[src/rtl/ecpri_pkg.sv]
// Shared constants and types for the eCPRI receive parser.
// Optional 802.1Q support is enabled by defining ECPRI_VLAN_EN.
package ecpri_pkg;

    localparam logic [15:0] ETH_TYPE_ECPRI = 16'hAEFE;
    localparam logic [15:0] ETH_TYPE_VLAN  = 16'h8100;
    localparam logic [3:0]  ECPRI_REV      = 4'h1;

    // Byte index of the last ethertype byte, untagged and tagged.
    localparam logic [4:0]  ETH_TYPE_END      = 5'd13;
    localparam logic [4:0]  VLAN_TYPE_END     = 5'd17;
    localparam logic [4:0]  ECPRI_HDR_LAST    = 5'd7;
    localparam logic [15:0] ECPRI_SIZE_HDR    = 16'd4;

    typedef enum logic [7:0] {
        MSG_IQ      = 8'd0,
        MSG_BIT_SEQ = 8'd1,
        MSG_RTC     = 8'd2
    } msg_type_e;

    typedef enum logic [1:0] {
        DROP_ETHERTYPE = 2'd0,
        DROP_REVISION  = 2'd1,
        DROP_HEADER    = 2'd2,
        DROP_CHANNEL   = 2'd3
    } drop_reason_e;

    typedef enum logic [2:0] {
        ST_IDLE,
        ST_ETH,
        ST_VLAN,
        ST_ECPRI,
        ST_PAYLOAD,
        ST_FLUSH
    } state_e;

endpackage

[src/rtl/ecpri_ch_counters.sv]
// Per-channel packet counter bank with a registered, one-cycle-latency read port.
module ecpri_ch_counters #(
    parameter  int NUM_CH = 4,
    parameter  int CNT_W  = 32,
    localparam int CH_W   = (NUM_CH > 1) ? $clog2(NUM_CH) : 1
) (
    input  logic             clk,
    input  logic             rst,
    input  logic             inc,
    input  logic [CH_W-1:0]  inc_ch,
    input  logic [CH_W-1:0]  stat_sel,
    output logic [CNT_W-1:0] stat_cnt
);

    logic [CNT_W-1:0] cnt [NUM_CH];

    always_ff @(posedge clk) begin
        if (rst) begin
            // NOTE: this array is a handful of flops read by software, not a RAM, so every
            // entry is cleared on reset; a true memory would be left unreset.
            for (int i = 0; i < NUM_CH; i++) cnt[i] <= '0;
            stat_cnt <= '0;
        end else begin
            if (inc && (int'(inc_ch) < NUM_CH))
                cnt[inc_ch] <= cnt[inc_ch] + CNT_W'(1);
            stat_cnt <= (int'(stat_sel) < NUM_CH) ? cnt[stat_sel] : '0;
        end
    end

endmodule

[src/rtl/ecpri_rx_parser.sv]
// eCPRI receive parser: checks Ethernet/eCPRI headers, forwards payload per channel.
// Define ECPRI_VLAN_EN to accept a single 802.1Q tag ahead of the eCPRI ethertype.
module ecpri_rx_parser
    import ecpri_pkg::*;
#(
    parameter  int NUM_CH = 4,
    parameter  int CNT_W  = 32,
    localparam int CH_W   = (NUM_CH > 1) ? $clog2(NUM_CH) : 1
) (
    input  logic             clk,
    input  logic             rst,
    input  logic             in_valid,
    input  logic [7:0]       in_data,
    input  logic             in_sop,
    input  logic             in_eop,
    output logic             out_valid,
    output logic [7:0]       out_data,
    output logic             out_sop,
    output logic             out_eop,
    output logic             out_err,
    output logic             out_abort,
    output logic [CH_W-1:0]  out_ch,
    output logic             hdr_valid,
    output logic [7:0]       hdr_msg_type,
    output logic [15:0]      hdr_payload_size,
    output logic [15:0]      hdr_pc_id,
    output logic [15:0]      hdr_seq_id,
    output logic             drop,
    output logic [1:0]       drop_reason,
    input  logic [CH_W-1:0]  stat_sel,
    output logic [CNT_W-1:0] stat_cnt
);

    state_e        state;
    logic [4:0]    idx;
    logic [7:0]    type_msb;
    logic [7:0]    ecpri_b0;
    logic [7:0]    msg_q;
    logic [15:0]   size_q;
    logic [15:0]   pcid_q;
    logic [7:0]    seq_msb;
    logic [15:0]   rem;
    logic          first_q;
    logic          cnt_inc;
    logic [CH_W-1:0] cnt_ch;

    logic [15:0]   eth_type;
    logic          type_ok;
    logic          type_vlan;
    logic [4:0]    type_end_idx;
    state_e        rest_state;
    logic          hdr_fail;
    drop_reason_e  hdr_reason;

    assign eth_type     = {type_msb, in_data};
    assign type_ok      = (eth_type == ETH_TYPE_ECPRI);
    assign type_end_idx = (state == ST_VLAN) ? VLAN_TYPE_END : ETH_TYPE_END;
    assign rest_state   = in_eop ? ST_IDLE : ST_FLUSH;

`ifdef ECPRI_VLAN_EN
    // Only the outer ethertype may introduce a tag; a second tag is rejected.
    assign type_vlan = (eth_type == ETH_TYPE_VLAN) && (state == ST_ETH);
`else
    assign type_vlan = 1'b0;
`endif

    // Header verdict on the seq_id LSB; checks are prioritised in drop_reason order.
    always_comb begin
        // NOTE: every output of a combinational block gets a default first, so no path
        // can leave it unassigned and infer a latch.
        hdr_fail   = 1'b1;
        hdr_reason = DROP_REVISION;
        if (ecpri_b0[7:4] != ECPRI_REV)
            hdr_reason = DROP_REVISION;
        else if ((msg_q > MSG_RTC) || (size_q < ECPRI_SIZE_HDR))
            hdr_reason = DROP_HEADER;
        else if (pcid_q >= 16'(NUM_CH))
            hdr_reason = DROP_CHANNEL;
        else if (in_eop && (size_q != ECPRI_SIZE_HDR))
            hdr_reason = DROP_HEADER;
        else
            hdr_fail = 1'b0;
    end

    always_ff @(posedge clk) begin
        if (rst) begin
            state            <= ST_IDLE;
            idx              <= '0;
            type_msb         <= '0;
            ecpri_b0         <= '0;
            msg_q            <= '0;
            size_q           <= '0;
            pcid_q           <= '0;
            seq_msb          <= '0;
            rem              <= '0;
            first_q          <= 1'b0;
            cnt_inc          <= 1'b0;
            cnt_ch           <= '0;
            out_valid        <= 1'b0;
            out_data         <= '0;
            out_sop          <= 1'b0;
            out_eop          <= 1'b0;
            out_err          <= 1'b0;
            out_abort        <= 1'b0;
            out_ch           <= '0;
            hdr_valid        <= 1'b0;
            hdr_msg_type     <= '0;
            hdr_payload_size <= '0;
            hdr_pc_id        <= '0;
            hdr_seq_id       <= '0;
            drop             <= 1'b0;
            drop_reason      <= '0;
        end else begin
            // NOTE: sequential state uses non-blocking assignments only; the pulse defaults
            // below are overridden by any later assignment in the same cycle.
            out_valid <= 1'b0;
            out_sop   <= 1'b0;
            out_eop   <= 1'b0;
            out_err   <= 1'b0;
            out_abort <= 1'b0;
            hdr_valid <= 1'b0;
            drop      <= 1'b0;
            cnt_inc   <= 1'b0;

            if (in_valid) begin
                if (in_sop) begin
                    out_abort <= (state == ST_PAYLOAD);
                    if (in_eop) begin
                        drop        <= 1'b1;
                        drop_reason <= DROP_HEADER;
                        state       <= ST_IDLE;
                    end else begin
                        state <= ST_ETH;
                        idx   <= 5'd1;
                    end
                end else begin
                    case (state)
                        ST_ETH, ST_VLAN: begin
                            idx <= idx + 5'd1;
                            if (idx == type_end_idx - 5'd1)
                                type_msb <= in_data;
                            if ((idx == type_end_idx) && !type_ok && !type_vlan) begin
                                drop        <= 1'b1;
                                drop_reason <= DROP_ETHERTYPE;
                                state       <= rest_state;
                            end else if (in_eop) begin
                                drop        <= 1'b1;
                                drop_reason <= DROP_HEADER;
                                state       <= ST_IDLE;
                            end else if (idx == type_end_idx) begin
                                if (type_ok) begin
                                    state <= ST_ECPRI;
                                    idx   <= '0;
                                end else begin
                                    state <= ST_VLAN;
                                end
                            end
                        end

                        ST_ECPRI: begin
                            idx <= idx + 5'd1;
                            case (idx)
                                5'd0:    ecpri_b0      <= in_data;
                                5'd1:    msg_q         <= in_data;
                                5'd2:    size_q[15:8]  <= in_data;
                                5'd3:    size_q[7:0]   <= in_data;
                                5'd4:    pcid_q[15:8]  <= in_data;
                                5'd5:    pcid_q[7:0]   <= in_data;
                                5'd6:    seq_msb       <= in_data;
                                default: ;
                            endcase
                            if (idx == ECPRI_HDR_LAST) begin
                                hdr_valid        <= 1'b1;
                                hdr_msg_type     <= msg_q;
                                hdr_payload_size <= size_q;
                                hdr_pc_id        <= pcid_q;
                                hdr_seq_id       <= {seq_msb, in_data};
                                if (hdr_fail) begin
                                    drop        <= 1'b1;
                                    drop_reason <= hdr_reason;
                                    state       <= rest_state;
                                end else if (size_q == ECPRI_SIZE_HDR) begin
                                    // Header-only message: nothing to forward, count it now.
                                    cnt_inc <= 1'b1;
                                    cnt_ch  <= pcid_q[CH_W-1:0];
                                    state   <= rest_state;
                                end else begin
                                    state   <= ST_PAYLOAD;
                                    rem     <= size_q - ECPRI_SIZE_HDR;
                                    first_q <= 1'b1;
                                    out_ch  <= pcid_q[CH_W-1:0];
                                end
                            end else if (in_eop) begin
                                drop        <= 1'b1;
                                drop_reason <= DROP_HEADER;
                                state       <= ST_IDLE;
                            end
                        end

                        ST_PAYLOAD: begin
                            out_valid <= 1'b1;
                            out_data  <= in_data;
                            out_sop   <= first_q;
                            first_q   <= 1'b0;
                            rem       <= rem - 16'd1;
                            if ((rem == 16'd1) || in_eop) begin
                                out_eop <= 1'b1;
                                out_err <= (rem != 16'd1);
                                if (rem == 16'd1) begin
                                    cnt_inc <= 1'b1;
                                    cnt_ch  <= out_ch;
                                end
                                state <= rest_state;
                            end
                        end

                        ST_FLUSH: begin
                            if (in_eop) state <= ST_IDLE;
                        end

                        default: ;
                    endcase
                end
            end
        end
    end

    ecpri_ch_counters #(
        .NUM_CH (NUM_CH),
        .CNT_W  (CNT_W)
    ) u_counters (
        .clk      (clk),
        .rst      (rst),
        .inc      (cnt_inc),
        .inc_ch   (cnt_ch),
        .stat_sel (stat_sel),
        .stat_cnt (stat_cnt)
    );

endmodule

[config.mk]
export PLATFORM = sky130hd
export DESIGN_NAME = ecpri_rx_parser
export DESIGN_NICKNAME = d
export VERILOG_FILES = /design/src/rtl/ecpri_pkg.sv /design/src/rtl/ecpri_ch_counters.sv /design/src/rtl/ecpri_rx_parser.sv
export SDC_FILE = /design/constraint.sdc
export NUM_CORES = 1
export LEC_CHECK = 0
export ABC_AREA = 1
export CORE_ASPECT_RATIO = 1.1
export CORE_UTILIZATION = 53
export CTS_BUF_LIST = sky130_fd_sc_hd__clkbuf_16
export DETAILED_ROUTE_END_ITERATION = 10
export PLACE_DENSITY_LB_ADDON = 0.1
export SETUP_SLACK_MARGIN = 0.02
export SLEW_MARGIN = 20
export SYNTH_ARGS = -nofsm -noshare
export SYNTH_HDL_FRONTEND = slang
export SYNTH_SLANG_ARGS = --single-unit
[constraint.sdc]
create_clock -name clk -period 2.9 [get_ports clk]
set_input_delay 0.87 -clock clk [delete_from_list [all_inputs] [get_ports clk]]
set_output_delay 0.87 -clock clk [all_outputs]
set_load 0.02 [all_outputs]
# [Yosys cells after proc, flatten, opt, wreduce, memory -nomap -nowiden]
# Memory sizes are Yosys's and may differ from the RTL's. A register that Yosys moved wholly into a read port is not among the register bits.
# Index checks and enable logic that the tools add are counted.
# Widths: inputs -> output; s select.
[totals] ff_bits=167 ramBits=128 input_bits=15 output_inout_bits=107 wordCells=181 mem_count=1
[classes] n_addsub=5 n_lt_le_gt_ge=3 n_eq_ne=30 muxes=74 bitwise_logic=7 n_reduce_logical=33
[memory_table] name="u_counters.cnt" depth=4 word_bits=32 rd=2 rd_clocked_by_memory_dff=2 write_ports=4 line="ecpri_ch_counters.sv:15" rtl="logic [CNT_W-1:0] cnt [NUM_CH];"
[op_table] cell="$mux 16" n=3
[op_table] cell="$reduce_and 4->1" n=10
[op_table] cell="$mux 5" n=7
[op_table] cell="$mux 2" n=17
[op_table] cell="$add 32x1->32 const B" n=1
[op_table] cell="$mux 32" n=1
[op_table] cell="$pmux 16 s2" n=1
[op_table] cell="$reduce_or 32->1" n=1
[op_table] cell="$mux 3" n=10
[op_table] cell="$mux 1" n=28
[op_table] cell="$eq 5x3->1 const B" n=4
[op_table] cell="$eq 16x1->1 const B" n=1
[op_table] cell="$eq 16x16->1 const B" n=1
[op_table] cell="$eq 16x3->1 const B" n=1
[op_table] cell="$ge 16x3->1 const B" n=1
[op_table] cell="$lt 16x3->1 const B" n=1
[op_table] cell="$ne 16x1->1 const B" n=1
[op_table] cell="$ne 16x3->1 const B" n=1
[op_table] cell="$sub 16x1->16 const B" n=1
[op_table] cell="$sub 16x3->16 const B" n=1
[op_table] cell="$pmux 3 s4" n=1
[op_table] cell="$reduce_and 6->1" n=2
[op_table] cell="$eq 5x2->1 const B" n=2
[op_table] cell="$eq 5x5->1" n=2
[op_table] cell="other kinds (30)" n=53

# [Longest topological paths before layout]
# Gate-level depths: netlist (run 1).
[depth] ltp_word=11 mapped_depth=16 depth_no_buf=14

# [Cells and area by module]
# Synthesis (run 1) repeated with hierarchy kept, for this count alone.
[unflattened] hier_cells=2177 hier_area_um2=16140.5
[modules_own_cells] mod="ecpri_ch_counters" n_inst=1 cells_each=1197 area_per_inst_um2=8973.6 seq_area_each_um2=4484.3
[modules_own_cells] mod="ecpri_rx_parser" n_inst=1 cells_each=980 area_per_inst_um2=7166.9 seq_area_each_um2=3263.1

# [Worst setup path before layout (run 1)]
# No wires, ideal clock.
[synth_timing] kind="input to register" startpoint="in rst" endpoint="mem u_counters.cnt[1][0] (enable)" setup_time_ps=478 arrival_time_ps=2460 t_required_ps=2422 path_slack_ps=-38 stages=7 path_buffers=2 cell_sequence="clkbuf_1 > inv_1 > nand2_1 > nor2_1 > nand2_1 > clkbuf_1 > nand2_1"
[synth_rtl] item="from (decl)" line="ecpri_rx_parser.sv:11" rtl="input logic rst,"
[synth_rtl] item="to (decl)" line="ecpri_ch_counters.sv:15"

==> reports/results.txt, run 1 <==
Run status = finished with violations
Violated checks = DRC
Placed Cells = 2498
Share of the synthesized area in the top cell type = 25.2%
Detailed Route Iter0 Violations = 1202
Synthesis-to-finish area growth = 17.1%
Critical path type = reg -> reg
First-pass GRT wire length = 69300 microns
Hold crit path type = reg -> reg
Final hold violations = 0
EDFF count, synth = 128
Worst-Margin Slew = 0.812 ns
Number of synthesized register bits = 325
Dpl hpwl = 28300 microns
Period minus WS final = 2.71 ns
Req. time, crit path = 3.16 ns
Top FF cell, synth = dfxtp_1
Die W = 166 microns
Syn Area/Cell = 7.57 sq um
Arrival @ worst endpoint = 2.97 ns
Non-Filler Instances = 2560
FILL cells = 2536
H-tree depth = 2
PwrDens = 552 nW/um^2
CP max stage cell = inv_4
CTS sink count = 325
Largest net degree at the start of global routing = 141
Die ar. = 30200 sq um
CTS clk-pin slew, worst paths = 0.06 ns
Commonest cells in the netlist = nor2_1, nand2_1, o21ai_0
Post-route cell area = 18300 sq um
Total congestion overflow = 0
Syn Nets = 2088
Slew headroom = 45.9%
Max IR drop VDD = 488 uV
Total via count in the routed design = 14100
Drt first pass iters = 8
Crit path cell chain = inv_4 > o211ai_1 > nand2_2 > ha_1 > nand2_1 > nor2_1 > nand2_2 > xnor2_1 > nor3_1
Initial antenna violation count = 0
Worst setup EP type = register
Place WS = 0.0580 ns
Post-synth top area cell = dfxtp_1
I/O pins = 122
Vias/cell = 5.49
Total wire length = 43500 microns
Diodes inserted = 0
Starting Density = 54.1%
GRT Util Overall = 28.7%
Ys Warns = 0
Later-pin clock latency in the skew report = 0.53 ns
CP dominant cell by count = nand2_2
CP Launch Type = register
Post-synth ARST share = 0%
Layout cells sized above 1 = 8.26%
RSZ-0062 raised after global routing = false
Root Buffer Master = clkbuf_16
Vias in the first global route = 13400
Max-cap violation count = 0
Nets = 2190
Yosys cell types = 45
Area contributors post-synth = dfxtp_1, edfxtp_1, nor2_1
Per-cell routed wire length = 17.0 microns
Final setup margin = 0.186 ns
Gates resized, CTS repair = 0
Worst path max stage delay = 0.35 ns
Die Height = 182 microns
Crit-path leading delay family = simple AND/OR/NAND/NOR gates
Hold path startpoint = first_q
CTS Buffer Depth = 3
Antenna-violating nets left = 0
Mapped Area = 15600 sq um
Max Fclk = 368 MHz
Most common cell in the netlist = nor2_1
Rows = 65
Final Max Slew Viols = 0
CP max FO = 41
Period utilisation layout = 93.6%
Hold Buf Count CTS = 0
Post-CTS Setup Inserts = 0
Final setup fails = 0
Synth Instances = 2064
Std-Cell Core Area = 28900 sq um
Number of port buffers = 121
Final core occ = 63.4%
GP Congestion = 0.995
CP bufs+invs = 1
CTS tree = built
Post-DP Area = 17200 sq um
Post-route DRC violation count = 6
Seq/Total Area, Yosys = 49.8%
Skew final = 0.0212 ns
Leakage = 0.00754 uW
CTS Buf Count = 34
-- report_power, final --
part | total, uW | switching [uW] | internal (uW)
logic | 889 | 594 | 295
registers | 4920 | 64.0 | 4860
clock network | 4290 | 1850 | 2430
total | 10100 | 2510 | 7590
-- placed cells by master (no fill, tap or decap), types with 5 or more instances in the layout --
cell type	synthesis	routed
nor2_2	26	25
and2_1	5	5
dfxtp_1	197	196
ha_1	9	9
nor2_1	449	449
nand2_2	13	13
a211oi_1	8	8
edfxtp_1	128	128
clkinv_2	0	7
inv_6	0	5
xor2_1	10	10
o211ai_1	7	7
nor3_2	5	5
inv_2	19	19
clkbuf_16	0	34
inv_1	135	137
a21oi_1	147	147
nand3_1	119	119
nand4_1	27	27
nor3_1	13	13
a31oi_1	5	5
nand2_1	392	392
clkdlybuf4s50_1	0	119
clkinv_1	9	18
nand3_2	7	7
buf_4	3	42
o21ai_0	207	207
-- worst paths after layout --
| path | endpoint | slack [ns] | cells past startpoint |
|---|---|---|---|
| hold / removal | out_sop | 0.45 | 2 |
| hold reg to reg | out_sop | 0.45 | 2 |
| setup reg to reg | u_counters.cnt[2][12] | 0.19 | 9 |
| setup / recovery | u_counters.cnt[2][12] | 0.19 | 9 |
-- worst register-to-register path, stage by stage (launching register included) --
cell and delay, ns:
dfxtp_2 0.34, inv_4 0.35, o211ai_1 0.18, nand2_2 0.20, ha_1 0.34, nand2_1 0.11
nor2_1 0.34, nand2_2 0.20, xnor2_1 0.34, nor3_1 0.07
-- registers in the layout (all words and copies together) (netlist names), 16 cells and up, named ones only --
| register | count |
|---|---|
| hdr_pc_id | 16 |
| u_counters.cnt | 128 |
| pcid_q | 16 |
| rem | 16 |
| hdr_seq_id | 16 |
| hdr_payload_size | 16 |
| size_q | 16 |
| u_counters.stat_cnt | 32 |
-- final cells by class --
cell class | instances | area, sq um | area share (%)
tap | 368 | 460 | 2.52
timing repair buffer | 167 | 1600 | 8.73
multi-input combinational | 1474 | 6750 | 36.9
clock buffer | 34 | 851 | 4.65
inverter | 164 | 619 | 3.39
sequential | 325 | 7790 | 42.6
clock inverter | 28 | 233 | 1.27
-- routing by layer --
layer | track usage, % | part of all wire (%)
met3 | 4.36 | 5.7
met5 | 0 | 0
met2 | 52.4 | 50
met4 | 11.2 | 3.2
met1 | 34.0 | 41
-- kinds of logic (layout without fill, tap and decap cells) --
kind of cell,after synthesis,count (layout),synth area share [%]
simple gates,1064,1064,28.7
xor+xnor,15,15,0.937
flops,325,325,49.8
buf+inv,265,393,7.04
fa+ha+maj,9,9,0.721
compound gates,386,386,12.8
-- through the flow --
stage / power, uW / hold WS [ns] / setup TNS (ns)
after global routing: 10400 / 0.467 / 0
after CTS: 10100 / 0.449 / 0
after floorplan: 5590 / 0.424 / -2.44
final: 10100 / 0.446 / 0
after detailed placement: 5900 / 0.443 / 0
after global placement: 5890 / 0.437 / 0
Note: power is estimated with default switching activity, not from simulation.
==> run 2, diff against run 1 <==
--- a/config.mk
+++ b/config.mk
@@ -6,8 +6,10 @@
 export NUM_CORES = 1
 export LEC_CHECK = 0
 export ABC_AREA = 1
+export CELL_PAD_IN_SITES_DETAIL_PLACEMENT = 1
+export CELL_PAD_IN_SITES_GLOBAL_PLACEMENT = 2
 export CORE_ASPECT_RATIO = 1.1
-export CORE_UTILIZATION = 53
+export CORE_UTILIZATION = 31
 export CTS_BUF_LIST = sky130_fd_sc_hd__clkbuf_16
 export DETAILED_ROUTE_END_ITERATION = 10
 export PLACE_DENSITY_LB_ADDON = 0.1
==> run 2 against run 1 <==
Against the previous run: via count up 0.91%; largest power group unchanged; final area up 3.8%; final cell count rose by 12%; count of clock-buffer cells in the layout grew 6; the run now ends clean; worst hold slack better by 0.0096 ns; clock power up 13%; combinational power up 5.6%; non-clock buffer count is 15 higher.
==> reports/results.txt, run 2 (synthesized netlist as in run 1, its figures left out) <==
PwrDens = 565 nW/um^2 (+2.4%)
Drt first pass iters = 4 (-4)
Largest net degree at the start of global routing = 72 (-49%)
Req. time, crit path = 3.19 ns (+0.03 ns)
Diodes inserted = 0 (unchanged)
CTS sink count = 325 (unchanged)
CTS tree = built
Die W = 216 microns (+30%)
Gates resized, CTS repair = 0 (unchanged)
Max-cap violation count = 0 (unchanged)
Final hold violations = 0 (unchanged)
Run status = finished clean
RSZ-0062 raised after global routing = false
H-tree depth = 2 (unchanged)
Largest register FFs = 128 (unchanged)
Final Max Slew Viols = 0 (unchanged)
Root Buffer Master = clkbuf_16
Layout cells sized above 1 = 8.95% (+0.69 points)
CP max stage cell = dfxtp_1
Worst path max stage delay = 0.39 ns (+0.04 ns)
Slew headroom = 43.0% (-2.9 points)
Met1 wire length = 23100 microns (+31%)
Largest Register = u_counters.cnt
Final setup margin = 0.195 ns (+0.00935 ns)
Top sig layer = met4
Total power = 10700 uW (+6.3%)
Crit path cell chain = buf_4 > o211ai_1 > nand2_2 > ha_1 > nand2_1 > nor2_1 > buf_4 > nand2_2 > xnor2_1 > nor3_1
Final core occ = 38.5% (-25 points)
Arrival @ worst endpoint = 3.00 ns (+0.03 ns)
Worst-Margin Slew = 0.855 ns (+0.0429 ns)
Post-route DRC violation count = 0 (-6)
GRT Util Overall = 21.5% (-7.2 points)
Total congestion overflow = 0 (unchanged)
Hold crit path type = reg -> reg
Die Height = 237 microns (+30%)
Place WS = 0.0346 ns (-0.0234 ns)
Crit-path leading delay family = simple AND/OR/NAND/NOR gates
CP Launch Type = register
Std-Cell Core Area = 49300 sq um (+71%)
Max IR drop VDD = 335 uV (-31%)
Met3 WL = 1690 microns (-32%)
Initial antenna violation count = 0 (unchanged)
Final setup fails = 0 (unchanged)
Commonest cells after routing, fill and taps aside = nor2_1, nand2_1, o21ai_0, dfxtp_1, a21oi_1
Total wire length = 54900 microns (+26%)
GP Congestion = 0.893 (-10%)
Commonest non-fill, non-tap cell in the layout = nor2_1
Met2 wire len = 28400 microns (+29%)
Critical path type = reg -> reg
Later-pin clock latency in the skew report = 0.57 ns (+0.04 ns)
Die ar. = 51300 sq um (+70%)
Detailed Route Iter0 Violations = 586 (-51%)
Leakage = 0.00774 uW (+2.6%)
Period minus WS final = 2.70 ns (-0.00935 ns)
CTS Buf Count = 39 (+15%)
Starting Density = 31.7% (-22 points)
Vias in the first global route = 15000 (+12%)
Nets = 2210 (+0.91%)
Synthesis-to-finish area growth = 21.5%
CP max FO = 16 (-61%)
Max Fclk = 370 MHz (+0.35%)
Post-CTS Setup Inserts = 0 (unchanged)
First-pass GRT wire length = 85500 microns (+23%)
Worst reg-to-reg setup slack = 0.20 ns (about the same)
CTS Buffer Depth = 3 (unchanged)
Worst setup EP type = register
Vias/cell = 4.95 (-9.8%)
Hold Buf Count CTS = 0 (unchanged)
Number of port buffers = 121 (unchanged)
Per-cell routed wire length = 19.2 microns (+13%)
Period utilisation layout = 93.3% (-0.32 points)
Antenna-violating nets left = 0 (unchanged)
CP bufs+invs = 2 (+1)
CTS clk-pin slew, worst paths = 0.06 ns (about the same)
I/O pins = 122 (unchanged)
Skew final = 0.0233 ns (+0.00215 ns)
Dpl hpwl = 37700 microns (+33%)
Rows = 85 (+31%)
Top Registers = u_counters.cnt x128, u_counters.stat_cnt x32
Total via count in the routed design = 14200 (+0.91%)
==> run 2: cell types whose count changed in the layout (fill, tap and decap cells not counted) <==
| cell | before | now |
|---|---|---|
| buf_12 | 4 | 9 |
| buf_4 | 42 | 52 |
| bufinv_16 | 3 | 4 |
| clkbuf_16 | 34 | 40 |
| clkinv_1 | 18 | 13 |
| clkinv_2 | 7 | 5 |
| clkinvlp_4 | 1 | 2 |
| inv_1 | 137 | 146 |
| inv_6 | 5 | 1 |
==> run 2: through the flow <==
stage	cell area, sq um	hold WS, ns	TNS [ns]	std cells
after floorplan	15600	0.424	-2.44	2064
after global placement	17700	0.435	0	2797
after detailed placement	17700	0.451	0	2797
after CTS	19000	0.460	0	2865
after global routing	19000	0.489	0	2865
final	19000	0.455	0	2865
==> run 2: worst paths after layout <==
path                 start               endpoint  cells after the start
setup reg to reg  register  u_counters.cnt[2][12]                     10
hold / removal     first_q                out_sop                      2
hold reg to reg    first_q                out_sop                      2
setup / recovery  register  u_counters.cnt[2][12]                     10
==> run 2: final cells by class <==
class                      count  area (sq um)
multi-input combinational   1474          6750
clock buffer                  40          1000
sequential                   325          7790
inverter                     164           619
fill                        5990         30400
timing repair buffer         182          1770
tap                          652           816
clock inverter                28           240
==> run 2: worst min-delay path: cells and delay by family, from the launching register on <==
kind	cells	cell delay, ns
AND/OR/NAND/NOR	1	0.05
buffers and inverters	1	0.06
flip-flops	1	0.30
==> run 2: metal layers <==
layer | vias to the layer above | track usage, %
met3 | 92 | 3.20
met1 | 6889 | 24.6
li1 | 6988 | -
met5 | - | 0
met2 | 222 | 40.2
met4 | 0 | 7.66
==> run 2: report_power, final <==
part / internal (uW) / leakage [uW] / total [uW] / switching, uW
sequential: 4860 / 0.00292 / 4930 / 69.5
combinational: 303 / 0.00417 / 939 / 636
clock: 2850 / 0.000647 / 4860 / 2020
total: 8010 / 0.00774 / 10700 / 2720
==> run 3, diff against run 2 <==
--- a/config.mk
+++ b/config.mk
@@ -9,7 +9,7 @@
 export CELL_PAD_IN_SITES_DETAIL_PLACEMENT = 1
 export CELL_PAD_IN_SITES_GLOBAL_PLACEMENT = 2
 export CORE_ASPECT_RATIO = 1.1
-export CORE_UTILIZATION = 31
+export CORE_UTILIZATION = 34
 export CTS_BUF_LIST = sky130_fd_sc_hd__clkbuf_16
 export DETAILED_ROUTE_END_ITERATION = 10
 export PLACE_DENSITY_LB_ADDON = 0.1
==> constraint.sdc (replaced) <==
create_clock -name clk -period 2.75 [get_ports clk]
set_input_delay 0.825 -clock clk [delete_from_list [all_inputs] [get_ports clk]]
set_output_delay 0.825 -clock clk [all_outputs]
set_load 0.02 [all_outputs]
==> run 3 against run 2 <==
Against the previous run: sequential cell count stayed put; largest power group unchanged; combinational power is 5.5% higher; the run now ends with DRC left; highest routed layer is now met5; largest cell class unchanged; clock skew is 0.0075 ns lower.
==> reports/results.txt, run 3 (synthesized netlist as in run 1, its figures left out) <==
Run status = finished with violations
Violated checks = DRC
First-pass GRT wire length = 84000 microns (-1.8%)
Vias in the first global route = 14900 (-0.93%)
Final hold violations = 0 (unchanged)
Max IR drop VDD = 399 uV (+19%)
Period utilisation layout = 92.1% (-1.1 points)
Dpl hpwl = 35900 microns (-4.7%)
Later-pin clock latency in the skew report = 0.57 ns (about the same)
GRT Util Overall = 23.5% (+2.0 points)
CTS Buf Count = 39 (unchanged)
Die Height = 227 microns (-4.5%)
Drt first pass iters = 8 (+4)
Leakage = 0.00780 uW (+0.79%)
Largest register FFs = 128 (unchanged)
Met1 usage = 27.3% (+2.7 points)
CP Launch Type = register
Final core occ = 41.8% (+3.4 points)
Arrival @ worst endpoint = 2.82 ns (-0.18 ns)
Hold Buf Count CTS = 0 (unchanged)
Post-DP Area = 17800 sq um (+0.28%)
Nets = 2219 (+0.41%)
Met3 Usage GRT = 3.09% (-0.11 points)
Max Fclk = 395 MHz (+6.7%)
Placed Cells = 2742 (-2.0%)
Busiest grt layer = met2
Period minus WS final = 2.53 ns (-0.171 ns)
Slew headroom = 41.6% (-1.4 points)
Max-cap violation count = 0 (unchanged)
Worst-Margin Slew = 0.877 ns (+0.0215 ns)
CP max FO = 27 (+11)
I/O pins = 122 (unchanged)
Layout cells sized above 1 = 9.36% (+0.41 points)
Largest net degree at the start of global routing = 141 (+96%)
Skew final = 0.0158 ns (-0.00754 ns)
Largest Register = u_counters.cnt
CTS Buffer Depth = 3 (unchanged)
RSZ-0062 raised after global routing = true
GP Congestion = 0.843 (-5.5%)
Number of port buffers = 121 (unchanged)
Hold crit path type = reg -> reg
Starting Density = 34.4% (+2.7 points)
Rows = 82 (-3.5%)
Req. time, crit path = 3.03 ns (-0.16 ns)
Total wire length = 53900 microns (-1.8%)
Met2 Use GR = 44.4% (+4.2 points)
Vias/cell = 5.07 (+2.3%)
Antenna-violating nets left = 0 (unchanged)
Root Buffer Master = clkbuf_16
Commonest cells after routing, fill and taps aside = nor2_1, nand2_1, o21ai_0, dfxtp_1, a21oi_1
Post-route DRC violation count = 8 (+8)
Final setup fails = 0 (unchanged)
Top Registers = u_counters.cnt x128, u_counters.stat_cnt x32
Diodes inserted = 0 (unchanged)
H-tree depth = 2 (unchanged)
PwrDens = 589 nW/um^2 (+4.1%)
Non-Filler Instances = 2810 (-1.9%)
CTS clk-pin slew, worst paths = 0.06 ns (about the same)
Detailed Route Iter0 Violations = 554 (-5.5%)
Die W = 206 microns (-4.5%)
CTS sink count = 325 (unchanged)
Post-route cell area = 19000 sq um (+0.14%)
Initial antenna violation count = 1 (+1)
Commonest non-fill, non-tap cell in the layout = nor2_1
Critical path type = reg -> reg
Std-Cell Core Area = 45500 sq um (-7.9%)
Final Max Slew Viols = 0 (unchanged)
Per-cell routed wire length = 19.2 microns (+0.13%)
Die ar. = 46800 sq um (-8.7%)
Synthesis-to-finish area growth = 21.6%
CTS tree = built
Worst setup EP type = register
Total via count in the routed design = 14200 (+0.37%)
Total congestion overflow = 0 (unchanged)
==> run 3: cell count changes in the layout (fill, tap and decap cells not counted), sizes merged <==
cell | previous run | this run
buf | 63 | 72
clkinv | 19 | 23
bufinv | 4 | 1
clkbuf | 40 | 43
clkinvlp | 2 | 0
inv | 167 | 165
==> run 3: layout make-up <==
class | count | area [sq um]
Clock inverter | 25 | 135
Tap cell | 588 | 736
Fill cell | 5551 | 26400
Sequential cell | 325 | 7790
Inverter | 164 | 619
Timing Repair Buffer | 191 | 1900
Multi-Input combinational cell | 1474 | 6750
Clock buffer | 43 | 1080
==> run 3: critical path: stages (launching register included) <==
cell and delay [ns]:
dfxtp_2 0.35, inv_4 0.31, nand2_1 0.11, nand3_1 0.09, nand2_1 0.11, inv_1 0.08
ha_1 0.23, buf_4 0.17, nand2_1 0.06, nor2_2 0.24, nand2_1 0.19, xnor2_2 0.23
nor3_1 0.07
==> run 3: per-stage QoR <==
stage | power, uW | hold slack (ns) | setup TNS [ns] | worst slack (ns)
finish | 11200 | 0.443 | 0 | 0.216
global route | 11600 | 0.461 | 0 | 0.0182
CTS | 11300 | 0.448 | 0 | 0.133
detailed placement | 6300 | 0.438 | 0 | 0.0541
global placement | 6290 | 0.432 | 0 | 0.0823
floorplan | 5900 | 0.424 | -11.84 | -0.143
==> run 3: per-layer routing <==
layer | routed length (microns) | vias up
li1 | - | 7014
met1 | 22800 | 6958
met2 | 28500 | 196
met3 | 1540 | 73
met4 | 1110 | 2
met5 | 14 | -
==> run 3: repair_timing <==
action / 4_1_cts / 5_1_grt
gates resized for setup: 0 / 1
setup endpoints to repair: 0 / 4
buffers inserted: 0 / 0
==> run 3: final timing paths <==
kind | start | to | slack, ns | cells after the start
min reg2reg | first_q | out_sop | 0.44 | 2
max | register | u_counters.cnt[2][16] | 0.22 | 12
max reg2reg | register | u_counters.cnt[2][16] | 0.22 | 12
min | first_q | out_sop | 0.44 | 2
==> run 3: where the power goes <==
group,total [uW],internal [uW],switching [uW],leakage (uW)
clock network,5000,2890,2110,0.000635
logic,991,324,666,0.00424
registers,5200,5130,71.3,0.00292
